==> config.mk <==
export PLATFORM = sky130hd
export DESIGN_NAME = mpu_reg_access_arbiter
export DESIGN_NICKNAME = d
export VERILOG_FILES = /design/src/rtl/mpu_reg_access_arbiter.sv
export SDC_FILE = /design/constraint.sdc
export NUM_CORES = 1
export LEC_CHECK = 0
export BUFFER_PORTS_ARGS = -buffer_cell sky130_fd_sc_hd__buf_4
export CORE_UTILIZATION = 53
export DETAILED_ROUTE_END_ITERATION = 12
export GPL_ROUTABILITY_DRIVEN = 0
export GPL_TIMING_DRIVEN = 0
export PLACE_DENSITY = 0.83
export SYNTH_ARGS = -nofsm -noshare
export SYNTH_HDL_FRONTEND = slang
export SYNTH_SLANG_ARGS = --single-unit
==> constraint.sdc <==
create_clock -name clk -period 2.17 [get_ports clk]
set_input_delay 0.1085 -clock clk [delete_from_list [all_inputs] [get_ports clk]]
set_output_delay 0.1085 -clock clk [all_outputs]
set_load 0.01 [all_outputs]
==> src/rtl/mpu_reg_access_arbiter.sv <==
// mpu_reg_access_arbiter
// Arbitrates the matrix register file between the MPU load/store path
// (dispatcher load + collector writeback) and a single host load/store port.
// The MPU side read-locks its two source registers while the dispatcher loads
// and reserves the destination until the collector writeback has finished.
// Host accesses that would collide with those locks are held off, and a granted
// host access in turn holds off an MPU dispatch that would collide with it.
//
// Handshake semantics (all request inputs are levels, all grants registered):
//   - A request is sampled on a rising clk edge; if no conflict exists at that
//     edge, its grant output is high from the following cycle onward.
//   - A requester keeps its request high until granted and for the whole
//     access; dropping the request (sampled at an edge) releases the grant on
//     the following cycle. The MPU destination stays reserved past the
//     dispatcher release until the collector write is seen and has ended.
//   - Grants are decoded from registered state only; no request input reaches
//     a grant output combinationally.
module mpu_reg_access_arbiter #(
    parameter int ADDR_W = 3
) (
    input  logic              clk,
    input  logic              rst,
    input  logic              reg_disp_req_in,
    input  logic              reg_collector_req_in,
    input  logic [ADDR_W-1:0] reg_src_addr_0_in,
    input  logic [ADDR_W-1:0] reg_src_addr_1_in,
    input  logic [ADDR_W-1:0] reg_dest_addr_in,
    output logic              disp_ready_out,
    output logic              collector_ready_out,
    input  logic              host_req_in,
    input  logic              host_wr_in,
    input  logic [ADDR_W-1:0] host_addr_in,
    output logic              host_grant_out,
    output logic              mpu_busy_out,
    output logic              protocol_err_out,
    output logic [1:0]        dbg_mpu_state_out,
    output logic              dbg_host_state_out
);

    typedef enum logic [1:0] {
        M_IDLE  = 2'd0,
        M_READ  = 2'd1,
        M_WRITE = 2'd2
    } mpu_state_t;

    typedef enum logic {
        H_IDLE  = 1'b0,
        H_GRANT = 1'b1
    } host_state_t;

    mpu_state_t        r_mpu_state;
    mpu_state_t        w_mpu_next;
    host_state_t       r_host_state;
    host_state_t       w_host_next;

    logic [ADDR_W-1:0] r_src0;
    logic [ADDR_W-1:0] r_src1;
    logic [ADDR_W-1:0] r_dest;
    logic              r_write_seen;
    logic              w_write_seen_next;
    logic [ADDR_W-1:0] r_host_addr;
    logic              r_host_wr;
    logic              r_disp_req_d;
    logic              r_protocol_err;
    logic              w_protocol_err_next;

    logic              w_mpu_blocked;
    logic              w_mpu_start;
    logic              w_host_blocked;
    logic              w_host_start;

    // A write touching any of the three MPU registers collides; a read only
    // collides with the destination, since sources may be shared by readers.
    function automatic logic access_conflict(
        input logic              wr,
        input logic [ADDR_W-1:0] addr,
        input logic [ADDR_W-1:0] s0,
        input logic [ADDR_W-1:0] s1,
        input logic [ADDR_W-1:0] d
    );
        if (wr) begin
            return (addr == s0) || (addr == s1) || (addr == d);
        end
        return (addr == d);
    endfunction

    // Conflict detection from registered locks plus same-cycle new requests.
    always_comb begin
        w_mpu_blocked  = 1'b0;
        w_mpu_start    = 1'b0;
        w_host_blocked = 1'b0;
        w_host_start   = 1'b0;

        // A host access already granted holds off a colliding dispatch.
        if (r_host_state == H_GRANT) begin
            w_mpu_blocked = access_conflict(r_host_wr, r_host_addr,
                                            reg_src_addr_0_in, reg_src_addr_1_in,
                                            reg_dest_addr_in);
        end
        w_mpu_start = (r_mpu_state == M_IDLE) && reg_disp_req_in && !w_mpu_blocked;

        // Existing MPU locks: sources + dest in M_READ, dest only in M_WRITE.
        if (r_mpu_state == M_READ) begin
            w_host_blocked = access_conflict(host_wr_in, host_addr_in,
                                             r_src0, r_src1, r_dest);
        end else if (r_mpu_state == M_WRITE) begin
            w_host_blocked = (host_addr_in == r_dest);
        end

        // A dispatch starting this same edge wins over a colliding host request.
        if (w_mpu_start && access_conflict(host_wr_in, host_addr_in,
                                           reg_src_addr_0_in, reg_src_addr_1_in,
                                           reg_dest_addr_in)) begin
            w_host_blocked = 1'b1;
        end
        w_host_start = (r_host_state == H_IDLE) && host_req_in && !w_host_blocked;
    end

    // MPU next-state, write_seen tracking and protocol error detection.
    always_comb begin
        w_mpu_next          = r_mpu_state;
        w_write_seen_next   = r_write_seen;
        w_protocol_err_next = 1'b0;
        case (r_mpu_state)
            M_IDLE: begin
                if (reg_collector_req_in) begin
                    w_protocol_err_next = 1'b1;
                end
                if (w_mpu_start) begin
                    w_mpu_next        = M_READ;
                    w_write_seen_next = 1'b0;
                end
            end
            M_READ: begin
                if (reg_collector_req_in) begin
                    w_write_seen_next = 1'b1;
                end
                if (!reg_disp_req_in) begin
                    w_mpu_next = M_WRITE;
                end
            end
            M_WRITE: begin
                // A new dispatch cannot start until the writeback is over.
                if (reg_disp_req_in && !r_disp_req_d) begin
                    w_protocol_err_next = 1'b1;
                end
                if (r_write_seen && !reg_collector_req_in) begin
                    w_mpu_next = M_IDLE;
                end else if (reg_collector_req_in) begin
                    w_write_seen_next = 1'b1;
                end
            end
            default: begin
                w_mpu_next = M_IDLE;
            end
        endcase
    end

    // Host next-state: grant when conflict-free, release when request drops.
    always_comb begin
        w_host_next = r_host_state;
        case (r_host_state)
            H_IDLE: begin
                if (w_host_start) begin
                    w_host_next = H_GRANT;
                end
            end
            H_GRANT: begin
                if (!host_req_in) begin
                    w_host_next = H_IDLE;
                end
            end
            default: begin
                w_host_next = H_IDLE;
            end
        endcase
    end

    // State registers; reset drops every lock and grant immediately.
    always_ff @(posedge clk or posedge rst) begin
        if (rst) begin
            r_mpu_state    <= M_IDLE;
            r_host_state   <= H_IDLE;
            r_write_seen   <= 1'b0;
            r_disp_req_d   <= 1'b0;
            r_protocol_err <= 1'b0;
        end else begin
            r_mpu_state    <= w_mpu_next;
            r_host_state   <= w_host_next;
            r_write_seen   <= w_write_seen_next;
            r_disp_req_d   <= reg_disp_req_in;
            r_protocol_err <= w_protocol_err_next;
        end
    end

    // Address latches captured on grant; later input changes are ignored.
    always_ff @(posedge clk or posedge rst) begin
        if (rst) begin
            r_src0      <= '0;
            r_src1      <= '0;
            r_dest      <= '0;
            r_host_addr <= '0;
            r_host_wr   <= 1'b0;
        end else begin
            if (w_mpu_start) begin
                r_src0 <= reg_src_addr_0_in;
                r_src1 <= reg_src_addr_1_in;
                r_dest <= reg_dest_addr_in;
            end
            if (w_host_start) begin
                r_host_addr <= host_addr_in;
                r_host_wr   <= host_wr_in;
            end
        end
    end

    assign disp_ready_out      = (r_mpu_state == M_READ);
    assign collector_ready_out = (r_mpu_state != M_IDLE);
    assign mpu_busy_out        = (r_mpu_state != M_IDLE);
    assign host_grant_out      = (r_host_state == H_GRANT);
    assign protocol_err_out    = r_protocol_err;
    assign dbg_mpu_state_out   = r_mpu_state;
    assign dbg_host_state_out  = r_host_state;

endmodule
* After elaboration in Yosys (flattened, before gate mapping) *
Index checks and enable logic that the tools add are counted.

operators by class
  add/sub/neg operators = 0
  $mul = 0
  div/mod/pow operators = 0
  order comparisons = 0
  equality and inequality tests = 15
  shift-type cells = 0
  multiplexer cells = 28
  bitwise gates (word level) = 1
  reduce and logical (&&, ||, !) cells = 22

operators by type and width
  kind                number
  $eq 3x3->1          9
  $mux 1              21
  $logic_and 1x1->1   7
  $logic_or 1x1->1    6
  $mux 2              3
  $ne 2x2->1 const B  3
  $pmux 2 s3          1
  $reduce_and 3->1    2
  $logic_not 1->1     4
  $pmux 1 s2          2
  $pmux 1 s3          1
  $reduce_bool 3->1   1
  $eq 2x1->1 const B  1
  $eq 2x2->1 const B  1
  $logic_not 2->1     1
  $ne 2x1->1 const B  1
  $reduce_bool 2->1   1
  $not 1->1           1

word-level totals
  flip-flop bits (word level) = 19
  bits in latches = 0
  memory bits (writable) = 0
  memory bits (read-only) = 0
  bits of input ports = 18
  output and inout port bits = 8
  word-level logic and storage cells = 76
  memories kept = 0

* Logic depth before layout (Yosys ltp) *
  depth after elaboration = 14
  mapped depth = 6
  gate-level depth less buffers = 6

* Worst setup path before layout *
OpenSTA, ideal clock, no wires.

  path kind = reg-to-reg
  from = register r_mpu_state[1] (netlist: dbg_mpu_state_out[1])
  to = register r_host_addr[0]
  library setup time = 125 ps
  arrival time = 1,742 ps
  required time = 2,045 ps
  slack = 303 ps
  cell stages (with the launch flop) = 7
  path buffers = 0
  clock period less this slack = 1,867 ps
  cells stage by stage = dfrtp_1 inv_1 ha_1 o2111ai_2 nand3b_2 a211oi_2 mux2_2

on the way
  elaborated cells on any way between the ends = 11
  those cells by class = eq/ne (2); mux (3); reduce/logical (6)

RTL lines
  item                    line  text
  from (decl)             51    mpu_state_t r_mpu_state;
  from (signal assigned)  188   r_mpu_state <= w_mpu_next;
  $eq 2x1->1              --
  via disp_ready_out      28    output logic disp_ready_out,
  $mux 1                  103   if (r_mpu_state == M_READ) begin
  $mux 1                  111   if (w_mpu_start && access_conflict(host_wr_in, host_addr_in,
  $logic_not 1->1         116   w_host_start = (r_host_state == H_IDLE) && host_req_in && !w_host_blocked;
  $logic_and 1x1->1       116
  to (signal assigned)    211   r_host_addr <= host_addr_in;
  to (decl)               61    logic [ADDR_W-1:0] r_host_addr;

The timed path passes the listed nets, and every way through them passes these cells.
A chain may end at the register's enable or synchronous reset.

* Worst setup path in the final report *
  from = register r_mpu_state[0] (netlist: dbg_mpu_state_out[0])
  to = register r_host_addr[2]

on the way
  longest elaborated chain between the ends = 7
  elaborated cells on any way between the ends = 11
  those cells by class = eq/ne (2); mux (3); reduce/logical (6)

ends and longest elaborated chain
  item                                                                line
  parallel branches: the longest is 4 deep, another holds $eq 2x2->1  --
  $mux 1 *                                                            111
  $logic_not 1->1 *                                                   116
  $logic_and 1x1->1 *                                                 116

Mark *: on every way between the ends.

==> results by group <==
Setup path
  • Reg2reg end: r_host_addr[2]$_DFFE_PP0P_
  • CP arrival: 2.19 ns
  • CP startpoint kind: flip-flop
  • R2R depth: 6
  • Path type of the worst setup path: reg -> reg
  • CP max FO: 5
  • Critical Path End Type: flip-flop
  • Reg2reg start: dbg_mpu_state_out[0]$_DFFE_PP0P_
  • CP required: ~2.4 ns
  • Register-to-register setup slack: ~0.18 ns

Worst hold path
  • Hold Path End: dbg_host_state_out$_DFF_PP0_
  • Worst Hold Class: in -> reg
  • Hold depth: 2
  • Min-delay src: host_req_in

Logic synthesis
  • Post-synthesis register bit count: 19
  • Synth Warn #: 0
  • Mapped Area: about 1200 µm²
  • Seq/Total Area, Yosys: 39.50%
  • Cells after synthesis: approximately 110
  • Synth Net Count: ~130
  • Mean Syn Cell Area: between 10 and 15 µm²
  • Synth cell types: 24

Place
  • I/O Buffers: 22
  • Post-DP HPWL: between 1500 and 2000 µm
  • Post-DP Area: roughly 1400 µm²

Run status
  • Outcome: complete, no violations

Floorplan
  • DIE HEIGHT: slightly below 50 µm
  • Row count: 16
  • Core area: about 2000 µm²
  • Num ports: 26
  • Die width: 49.66 µm
  • DIE AREA: about 2500 µm²
  • Starting Density: slightly below 60%

Clock tree
  • Clock latency at the later pin of the worst-skew pair: roughly 0.31 ns
  • CTS sink cnt: 19
  • Clock buffer depth: 2
  • Post-CTS Setup Inserts: 0
  • CTS Buf Count: 3
  • CTS tree: yes
  • Clk root buf: clkbuf_4
  • H-tree levels: 1
  • Clock-pin slew on the worst setup and hold paths: 0.12 ns

Layout
  • Layout cells sized above 1: about 36%
  • Final instance area: ~1400 µm²
  • # nets final: between 150 and 200
  • Commonest cells after routing, fill and taps aside: 27 x xnor2_1, 25 x buf_4, 19 x dfrtp_1
  • Commonest non-fill, non-tap cell in the layout: xnor2_1
  • Diodes inserted: 0
  • P&R area growth vs syn: 20.37%

Drt
  • Iteration-0 DRC count of the detailed router: 4
  • Final ANT Viol Nets: 0
  • Routed vias: about 900
  • WL final: between 2000 and 2500 µm
  • Number of remaining DRC errors: 0
  • Vias per inst: approximately 5.5
  • Post-DR wirelength/cell: around 14 µm
  • Drt pass-1 iters: 4

GRT
  • Vias in the first global route: about 960
  • Largest net degree at the start of global routing: 20
  • Global-route wire length before repair: around 4100 µm
  • Initial antenna violation count: 0
  • Gr ovfl total: 0
  • Gr usage total: a little over a fifth

STA
  • Slew of the pin with the lowest slew margin: between 0.7 and 0.8 ns
  • Final period utilization: between 90 and 100%
  • Min Tclk post-route: 1.985 ns
  • Final Hold Viols: 0
  • Max Transition Viols Final: 0
  • Max_slew headroom: 51.91%
  • Final setup fails: 0
  • Fmax: 503.8 MHz
  • Total Neg Setup Slack: 0 ns
  • RSZ-0062 raised after global routing: no
  • Fin Clk Skew: about 0.0095 ns

Power and ir drop
  • Pwr dens: 1268 nW/µm²
  • Peak VDD IR: 0.7583 mV
  • Leakage power: between 0.0006 and 0.0007 µW

Flow run
  • Maxcap violations: 0
==> kinds of logic after synthesis <==
group	count (synthesis)	synth area share, %
xor+xnor	27	19.65
buf+inv	13	6.237
flops	19	39.50
fa+ha+maj	4	4.158
compound gates	17	11.64
simple gates	14	6.652
mux	13	12.16
==> synthesized netlist by cell type <==
cell type,count,area [µm²]
a21oi_4,1,16.27
o21ai_0,2,10.01
xnor2_1,27,236.5
nor3_1,1,5.000
ha_1,4,50.05
o211ai_1,1,7.510
buf_6,2,22.52
o22ai_1,1,6.260
buf_4,3,22.52
a31oi_1,6,37.54
nand2_1,2,7.510
inv_1,8,30.03
o2111ai_2,1,15.01
a41o_1,1,10.01
nand3_1,5,25.02
mux2_2,13,146.4
nand4_1,4,25.02
a21oi_1,1,5.000
a211oi_2,1,12.51
o32a_2,1,11.26
dfrtp_1,19,475.5
a21o_2,1,8.760
nand3b_2,1,11.26
or3_1,1,6.260
==> what timing repair did <==
item,4_1_cts,5_1_grt
hold buffers,2,0
resized for setup,0,0
endpoints found under the hold margin,20,0
==> per-layer routing <==
| layer | track usage (%) | share of wire [%] |
|---|---|---|
| met4 | 7.143 | 1.3 |
| met5 | 0 | 0 |
| met3 | 3.704 | 3.0 |
| met2 | 40.32 | 52 |
| met1 | 24.61 | 43 |
==> layout make-up <==
class	count	area [µm²]
plain buffers	5	45.04
clock buffers	4	26.28
fillers	167	593.1
inverters	8	30.03
multi-input cells	75	653.1
flip-flops and latches	19	475.5
well taps	27	33.78
repair buffers	24	185.2
==> critical path: stages (launching register included) <==
cell       delay, ns
dfrtp_1         0.40
inv_1           0.09
ha_1            0.27
o2111ai_2       0.20
nand3b_2        0.13
a211oi_2        0.41
mux2_2          0.38
==> worst max path at each step <==
stage | slack (ns) | startpoint | to | cells after the start
5_1_grt | 0.07 | dbg_mpu_state_out[0]$_DFFE_PP0P_ | r_host_addr[2]$_DFFE_PP0P_ | 6
2_1_floorplan | 0.30 | dbg_mpu_state_out[1]$_DFFE_PP0P_ | r_host_addr[0]$_DFFE_PP0P_ | 6
4_1_cts | 0.18 | dbg_mpu_state_out[0]$_DFFE_PP0P_ | r_host_addr[2]$_DFFE_PP0P_ | 6
6_report | 0.18 | dbg_mpu_state_out[0]$_DFFE_PP0P_ | r_host_addr[2]$_DFFE_PP0P_ | 6
3_5_place_dp | 0.20 | dbg_mpu_state_out[0]$_DFFE_PP0P_ | r_host_addr[2]$_DFFE_PP0P_ | 6
3_3_place_gp | 0.23 | dbg_mpu_state_out[1]$_DFFE_PP0P_ | r_host_addr[2]$_DFFE_PP0P_ | 6
==> power by group <==
part	switching, µW	internal [µW]
clock network	115	71.8
logic	425	547
registers	154	524
total	694	1140
==> flip-flops by register name, summed over array words and instances (netlist names), 2 cells and up <==
signal	cells
r_src0	3
r_src1	3
r_host_addr	3
dbg_mpu_state_out	2
r_dest	3
==> metrics by stage <==
stage	hold WS, ns	worst slack, ns	total power, µW	utilization, %	cells
after floorplan	0.05963	0.3033	1375	-	107
after global placement	0.2591	0.2303	1617	68.69	156
after detailed placement	0.2618	0.1965	1656	68.69	156
after CTS	0.03225	0.1787	1842	70.96	162
after global routing	0.02796	0.06582	1975	70.96	162
final	0.02928	0.1849	1837	70.96	162
(Power assumes the default switching activity.)
